**config.mk**
```make
export PLATFORM = sky130hd
export DESIGN_NAME = branch_predict_unit
export DESIGN_NICKNAME = d
export VERILOG_FILES = /design/src/rtl/branch_predict_unit.sv
export SDC_FILE = /design/constraint.sdc
export NUM_CORES = 1
export LEC_CHECK = 0
export CELL_PAD_IN_SITES_DETAIL_PLACEMENT = 1
export CELL_PAD_IN_SITES_GLOBAL_PLACEMENT = 1
export CORE_ASPECT_RATIO = 1.1
export CORE_UTILIZATION = 25
export DETAILED_ROUTE_END_ITERATION = 12
export DONT_BUFFER_PORTS = 1
export PLACE_DENSITY_LB_ADDON = 0.12
export SLEW_MARGIN = 20
export SYNTH_ARGS = -nofsm -noshare
export SYNTH_HDL_FRONTEND = slang
export SYNTH_SLANG_ARGS = --single-unit
```
**constraint.sdc**
```tcl
create_clock -name clk -period 6.53 [get_ports clk]
set_input_delay 0.653 -clock clk [delete_from_list [all_inputs] [get_ports clk]]
set_output_delay 0.653 -clock clk [all_outputs]
set_load 0.03 [all_outputs]
```
**src/rtl/branch_predict_unit.sv**
```systemverilog
// Branch predictor and resolver for the pipelined RV32I core. It predicts at fetch from a
// table of 2-bit saturating counters, resolves branches in EX and keeps branch statistics.
module branch_predict_unit #(
  parameter int unsigned XLEN        = 32,
  parameter int unsigned BHT_ENTRIES = 64,
  parameter logic [1:0]  CTR_INIT    = 2'b01,
  parameter int unsigned STAT_W      = 32
) (
  input  logic              clk,
  input  logic              rst,
  input  logic [XLEN-1:0]   if_pc,
  output logic              if_pred_taken,
  input  logic              ex_valid,
  input  logic              ex_branch,
  input  logic              ex_jump,
  input  logic [2:0]        ex_func3,
  input  logic [XLEN-1:0]   ex_pc,
  input  logic              ex_pred_taken,
  input  logic              zf,
  input  logic              cf,
  input  logic              sf,
  input  logic              vf,
  input  logic              stall,
  output logic [1:0]        branch_sel,
  output logic              mispredict,
  output logic              illegal_branch,
  output logic [STAT_W-1:0] branch_count,
  output logic [STAT_W-1:0] mispredict_count
);

  localparam int unsigned IdxW = $clog2(BHT_ENTRIES);

  logic [1:0]        bht_q [BHT_ENTRIES];
  logic [1:0]        bht_d [BHT_ENTRIES];
  logic [STAT_W-1:0] branch_count_q, branch_count_d;
  logic [STAT_W-1:0] mispredict_count_q, mispredict_count_d;
  logic              illegal_q, illegal_d;

  logic [IdxW-1:0] if_idx, ex_idx;
  logic            cond, resolved_taken, retire, retire_branch, func3_illegal;

  // PC bits outside the index field do not select a counter.
  logic unused_pc_bits;
  assign unused_pc_bits = ^{if_pc[XLEN-1:IdxW+2], if_pc[1:0], ex_pc[XLEN-1:IdxW+2], ex_pc[1:0]};

  assign if_idx        = if_pc[IdxW+1:2];
  assign ex_idx        = ex_pc[IdxW+1:2];
  assign if_pred_taken = bht_q[if_idx][1];

  always_comb begin
    cond = 1'b0;
    case (ex_func3)
      3'd0:    cond = zf;
      3'd1:    cond = !zf;
      3'd4:    cond = (sf != vf);
      3'd5:    cond = (sf == vf);
      3'd6:    cond = !cf;
      3'd7:    cond = cf;
      default: cond = 1'b0;
    endcase
  end

  assign func3_illegal  = (ex_func3 == 3'd2) || (ex_func3 == 3'd3);
  assign resolved_taken = ex_jump | (ex_branch & cond);
  assign branch_sel     = {ex_valid & ex_jump, ex_valid & resolved_taken};
  assign mispredict     = ex_valid & (ex_branch | ex_jump) & (resolved_taken != ex_pred_taken);
  assign retire         = ex_valid & !stall & (ex_branch | ex_jump);
  // A branch flagged together with a jump behaves purely as a jump.
  assign retire_branch  = retire & ex_branch & !ex_jump;

  always_comb begin
    bht_d = bht_q;
    if (retire_branch) begin
      if (resolved_taken) begin
        if (bht_q[ex_idx] != 2'b11) bht_d[ex_idx] = bht_q[ex_idx] + 2'd1;
      end else begin
        if (bht_q[ex_idx] != 2'b00) bht_d[ex_idx] = bht_q[ex_idx] - 2'd1;
      end
    end
  end

  always_comb begin
    branch_count_d     = branch_count_q;
    mispredict_count_d = mispredict_count_q;
    illegal_d          = illegal_q;
    if (!stall) begin
      illegal_d = retire_branch & func3_illegal;
      if (retire_branch)           branch_count_d     = branch_count_q + STAT_W'(1);
      if (retire && mispredict)    mispredict_count_d = mispredict_count_q + STAT_W'(1);
    end
  end

  always_ff @(posedge clk or posedge rst) begin
    if (rst) begin
      for (int i = 0; i < int'(BHT_ENTRIES); i++) bht_q[i] <= CTR_INIT;
      branch_count_q     <= '0;
      mispredict_count_q <= '0;
      illegal_q          <= 1'b0;
    end else begin
      bht_q              <= bht_d;
      branch_count_q     <= branch_count_d;
      mispredict_count_q <= mispredict_count_d;
      illegal_q          <= illegal_d;
    end
  end

  assign illegal_branch   = illegal_q;
  assign branch_count     = branch_count_q;
  assign mispredict_count = mispredict_count_q;

endmodule

```
### Word level (Yosys, flattened, before mapping)

Cells that the tools add are included.

| storage, ports and cells | value |
|---|---|
| register bits after elaboration | 193 |
| latch bits | 0 |
| RAM bits | 0 |
| ROM bits | 0 |
| input port bits | 78 |
| output and inout bits | 69 |
| memories kept | 0 |

| operators by class | value |
|---|---|
| $add $sub $neg | 4 |
| multipliers | 0 |
| div/mod/pow operators | 0 |
| $lt $le $gt $ge | 3 |
| eq/ne operators | 12 |
| shift operators | 0 |
| mux-type cells | 14 |
| bitwise logic cells | 15 |
| reduce and logical (&&, ||, !) cells | 13 |

Operator list:

| kind | count |
|---|---|
| 128-bit 2-to-1 mux | 3 |
| 128-bit bitwise mux | 2 |
| 32-bit by 1-bit adder with 32-bit output (second input constant) | 2 |
| 2-bit binary-select mux with 6-bit select | 2 |
| 7-bit >= comparator (second input constant) | 2 |
| 6-bit NOT with 7-bit output | 2 |
| 2-bit demux with 6-bit select | 1 |
| 3-bit == test (second input constant) | 4 |
| 1-bit AND | 10 |
| 2-bit 2-to-1 mux | 5 |
| 7-bit by 1-bit less-than comparator with 1-bit output (second input constant) | 1 |
| 3-bit by 2-bit == test with 1-bit output (second input constant) | 2 |
| 1-bit one-hot mux with 6 select lines | 1 |
| 1-bit logical NOT | 4 |
| 2-bit AND reduction | 2 |
| 2-bit nonzero test | 2 |
| 3-bit by 1-bit == test with 1-bit output (second input constant) | 1 |
| 3-bit logical NOT | 1 |
| 3-bit AND reduction | 1 |
| 2-bit by 1-bit adder with 2-bit output (second input constant) | 1 |
| 1-bit logical AND | 2 |
| 1-bit inequality test | 2 |
| 2-bit by 1-bit inequality test with 1-bit output (second input constant) | 1 |
| 2-bit inequality test (second input constant) | 1 |
| other kinds (5) | 6 |

### Depth between registers and ports, before layout

| logic depth | value |
|---|---|
| depth in word-level cells | 8 |
| depth in mapped cells | 16 |
| gate-level depth less buffers | 11 |

### Worst setup path after synthesis

No wires, ideal clock.

| path | value |
|---|---|
| kind | in2reg |
| start | input port ex_pc[2] |
| end | register bht_q[59] (netlist bit) |
| library setup time | 0.127 ns |
| arrival time | 4.005 ns |
| data required time | 6.403 ns |
| path slack | 2.397 ns |
| stages | 14 |
| buffers on the path | 4 |
| path through | clkbuf_1 > buf_2 > buf_2 > o221ai_1 > o21a_1 > o21ai_0 > nand4_1 > or3_1 > ha_1 > or3_1 > buf_6 > a2111oi_4 > nand2_1 > mux2_1 |

| between the ends | value |
|---|---|
| word-level cells in the longest chain between the ends | 8 |
| elaborated cells on any way between the ends | 21 |
| classes of those cells | 2 x add/sub; 2 x order compare; 2 x eq/ne; 10 x mux; 1 x bitwise; 4 x reduce/logical |

RTL lines:

| what | RTL line | source |
|---|---|---|
| start: declaration | 17 | `input logic [XLEN-1:0] ex_pc,` |
| 6-bit NOT with 7-bit output (implied by the code) * | 75, 77 |  |
| 2-bit binary-select mux with 6-bit select, or another cell as far along | 75, 77 |  |
| 2-bit 2-to-1 mux (implied by the code) or 1-bit logical AND (tied branches) | 75, 77 |  |
| 2-bit 2-to-1 mux (implied by the code) | 75, 77 |  |
| 2-bit by 1-bit subtractor with 2-bit output, or another cell as far along | 77 | `if (bht_q[ex_idx] != 2'b00) bht_d[ex_idx] = bht_q[ex_idx] - 2'd1;` |
| 128-bit bitwise mux (on tied branches) | 77, 75 |  |
| 128-bit 2-to-1 mux (on tied branches) | 77, 75 |  |
| 128-bit 2-to-1 mux | 74 | `if (resolved_taken) begin` |
| end signal: assignment | 100 | `bht_q <= bht_d;` |
| end: declaration | 33 | `logic [1:0] bht_q [BHT_ENTRIES];` |

Mark *: on every way between the ends. The rest lies on a longest branch, timed or not. The select of a mux whose other input is x is not followed.
A chain may end at the register's enable or synchronous reset.

==> results.sh <==
export IMPL_outcome="finished, final reports clean"
export IMPL_synth_xor_area_share_pct=5.81
export IMPL_die_w_um=195
export IMPL_syn_cell_area_mm2=0.0102
export IMPL_synth_top_family_by_area="multiplexers"
export IMPL_yosysSeqAreaShare_pct=48.1
export IMPL_gp_congestion=0.727
export IMPL_dpl_hpwl_mm=20.7
export IMPL_vias=6647
export IMPL_max_freq_ghz=0.238
export IMPL_setup_viol=0
export IMPL_synth_simple_area_share_pct=12.5
export IMPL_critPathArrivalTime_ns=4.55
export IMPL_synthesis_nets=924
export IMPL_synthAdderAreaFrac_pct=0.490
export IMPL_grt_ovfl_total=0
export IMPL_power_uw=2690
export IMPL_maxSlewHeadroom_pct=27.0
export IMPL_cp_start_kind="register"
export IMPL_async_flop_share_pct=100
export IMPL_cts_repair_resized=0
export IMPL_yosysUniqueCellTypes=71
export IMPL_yosys_most_used_dff="dfrtp_1"
export IMPL_dieArea_mm2=0.0417
export IMPL_post_drt_wl_per_cell_um=22.9
export IMPL_fin_tns_setup_ns=0
export IMPL_drcViolationCount=0
export IMPL_clk_pin_slew_ns=0.07
export IMPL_drive_gt1_share_pct=30.8
export IMPL_muxShareOfSynthArea_pct=23.1
export IMPL_grt_pass1_vias=7386
export IMPL_ant_nets=0
export IMPL_fill_cells=4394
export IMPL_grt_pass1_wl_mm=49.0
export IMPL_dpl_cell_count=1322
export IMPL_nNetsFinal=910
export IMPL_postCtsHoldBufs=0
export IMPL_power_density_mw_per_mm2=237
export IMPL_hold_path_class="in -> async"
export IMPL_finalCritPeriodShare_pct=64.4
export IMPL_insertion_delay_ns=0.46
export IMPL_num_rows=77
export IMPL_grt_antenna_before_repair=0
export IMPL_cts_setup_buffers=0
export IMPL_grt_setup_unrepaired="false"
export IMPL_fin_skew_ns=0.0101
export IMPL_crit_fanout=8
export IMPL_wl_mm=31.0
export IMPL_cts_tree="yes"
export IMPL_crit_required_ns=6.87
export IMPL_crit_type="reg -> reg"
export IMPL_cts_root_buf="clkbuf_16"
export IMPL_initial_utilization_pct=25.4
export IMPL_grt_max_degree=109
export IMPL_core_mm2=0.0403
export IMPL_synth_ff_latch_count=193
export IMPL_clock_path_buffers=2
export IMPL_n_antenna_cell=0
export IMPL_grt_usage_pct=15.7
export IMPL_viasPerCell=4.91
export IMPL_syn2layout_area_growth_pct=10.9
export IMPL_first_pass_iters=4
export IMPL_synth_edf_count=0
export IMPL_htreeDepth=4
export IMPL_io_pins=147
export IMPL_first_iter_violations=234
export IMPL_hold_viol=0
export IMPL_leakagePower_uw=0.00479
export IMPL_endpoint_kind="register"
export IMPL_fin_crit_ns=4.21
export IMPL_io_buffers=0
export IMPL_r2r_slack_ns=2.32
export IMPL_avgSynthCellArea_um2=12.1
export IMPL_die_y_um=214
export IMPL_ys_warn_count=0
export IMPL_synth_cells=842
export IMPL_ir_drop_uv=196
export IMPL_maxSlewViolCount=0
export IMPL_finish_utilization_pct=28.1
export IMPL_clkSinkCount=193
export IMPL_fin_cells=1354
export IMPL_cts_buffers_inserted=17
export IMPL_synth_compound_area_share_pct=7.12
export IMPL_tightest_slew_ns=1.09
export IMPL_maxCapViolCount=0
export IMPL_timing_hold_ws_ns=0.206
## layout make-up
| class | instances | area, µm² | area share, % |
|---|---|---|---|
| clock buffers | 24 | 482 | 4.25 |
| clock inverters | 8 | 106 | 0.938 |
| inverters | 14 | 60.1 | 0.530 |
| multi-input cells | 591 | 5040 | 44.5 |
| flip-flops and latches | 193 | 4910 | 43.3 |
| well taps | 513 | 642 | 5.66 |
| repair buffers | 11 | 95.1 | 0.839 |
## path summary, 6_finish.rpt
check	startpoint	to	cells past startpoint
max	register	bht_q[61]	11
max reg2reg	register	bht_q[61]	11
min	rst	branch_count[24]	1
max in group asynchronous	rst	bht_q[15]	2
min in group clk	stall	illegal_branch	1
min reg2reg	bht_q[49]	bht_q[49]	1
## worst max-delay path, cell delays in order, from the launching register on
cell and delay [ns]:
dfstp_2 0.53, mux2i_1 0.06, a211oi_1 0.29, a21oi_1 0.13, o21bai_1 0.19, nand4_1 0.15, or3_1 0.40, ha_1 0.25
or3_1 0.75, a2111oi_4 0.73, nand2_1 0.22, mux2_1 0.38
## per-layer routing
metal / global-route usage [%] / vias up / wire length (µm)
met5: 0 / - / 0
met4: 4.93 / 0 / 456
met3: 3.73 / 20 / 1510
met2: 24.7 / 118 / 14600
met1: 21.4 / 3490 / 14400
li1: - / 3019 / -
## synthesized netlist by cell type (3+ instances only)
cell	n	area share [%]
a2111oi_4	3	0.81
a211oi_1	8	0.59
a211oi_4	5	0.98
a21oi_1	13	0.64
a221o_1	3	0.29
a2bb2oi_1	3	0.26
a31oi_1	3	0.18
and2_1	7	0.43
and3_1	19	1.2
and4_1	6	0.51
buf_2	8	0.39
buf_6	6	0.66
clkbuf_1	25	0.92
dfrtp_1	129	32
dfstp_2	64	16
ha_1	4	0.49
inv_1	13	0.48
mux2_1	34	3.7
mux2_2	102	11
mux2i_1	11	1.1
mux4_2	32	7.1
nand2_1	107	3.9
nand2b_1	13	0.80
nand3_1	27	1.3
nand4_1	16	0.98
nor2_1	25	0.92
nor2b_1	7	0.43
nor3_1	9	0.44
o21ai_0	11	0.54
o22ai_1	8	0.49
or3_1	3	0.18
xnor2_1	41	3.5
xor2_1	24	2.1
## placed cells by master, fill, tap and decap left out, drive strengths merged, types with 3 or more instances in the layout
cell type  synthesis  final
nand2            108    108
inv               13     13
a2bb2oi            3      3
dfrtp            129    129
nor3               9      9
ha                 4      4
dfstp             64     64
a221o              3      3
clkbuf            27     24
xor2              24     24
and4               6      6
buf               17     11
nor2              26     26
nand2b            13     13
clkinv             1      5
o21ai             12     12
a21boi             3      3
a31oi              3      3
xnor2             41     41
nand3             27     27
nand4             16     16
mux2             136    136
a2111oi            6      6
and2               7      7
and3              20     20
o22ai              8      8
nor2b              7      7
mux4              32     32
mux2i             11     11
a211oi            13     13
a21oi             13     13
or3                3      3
## power breakdown
group	leakage [µW]	internal, µW	total, µW	switching, µW
clock	0.000281	596	1090	490
combinational	0.00207	95.4	270	175
sequential	0.00244	1240	1330	95.4
total	0.00479	1930	2690	760
## metrics by stage
| stage | setup WS, ns | instance area (µm²) |
|---|---|---|
| 6_report | 2.32 | 11300 |
| 5_1_grt | 2.03 | 11300 |
| 4_1_cts | 2.25 | 11300 |
| 3_5_place_dp | 1.84 | 10700 |
| 3_3_place_gp | 1.81 | 10700 |
| 2_1_floorplan | 0.727 | 10200 |
## logic make-up after synthesis
| logic type | count (synthesis) |
|---|---|
| DFF | 193 |
| buffers and inverters | 58 |
| AOI/OAI and AO/OA | 85 |
| xor gates and xnor gates | 66 |
| muxes | 179 |
| adders and majority gates | 4 |
| and+or+nand+nor | 257 |
Note: power is estimated with default switching activity, not from simulation.
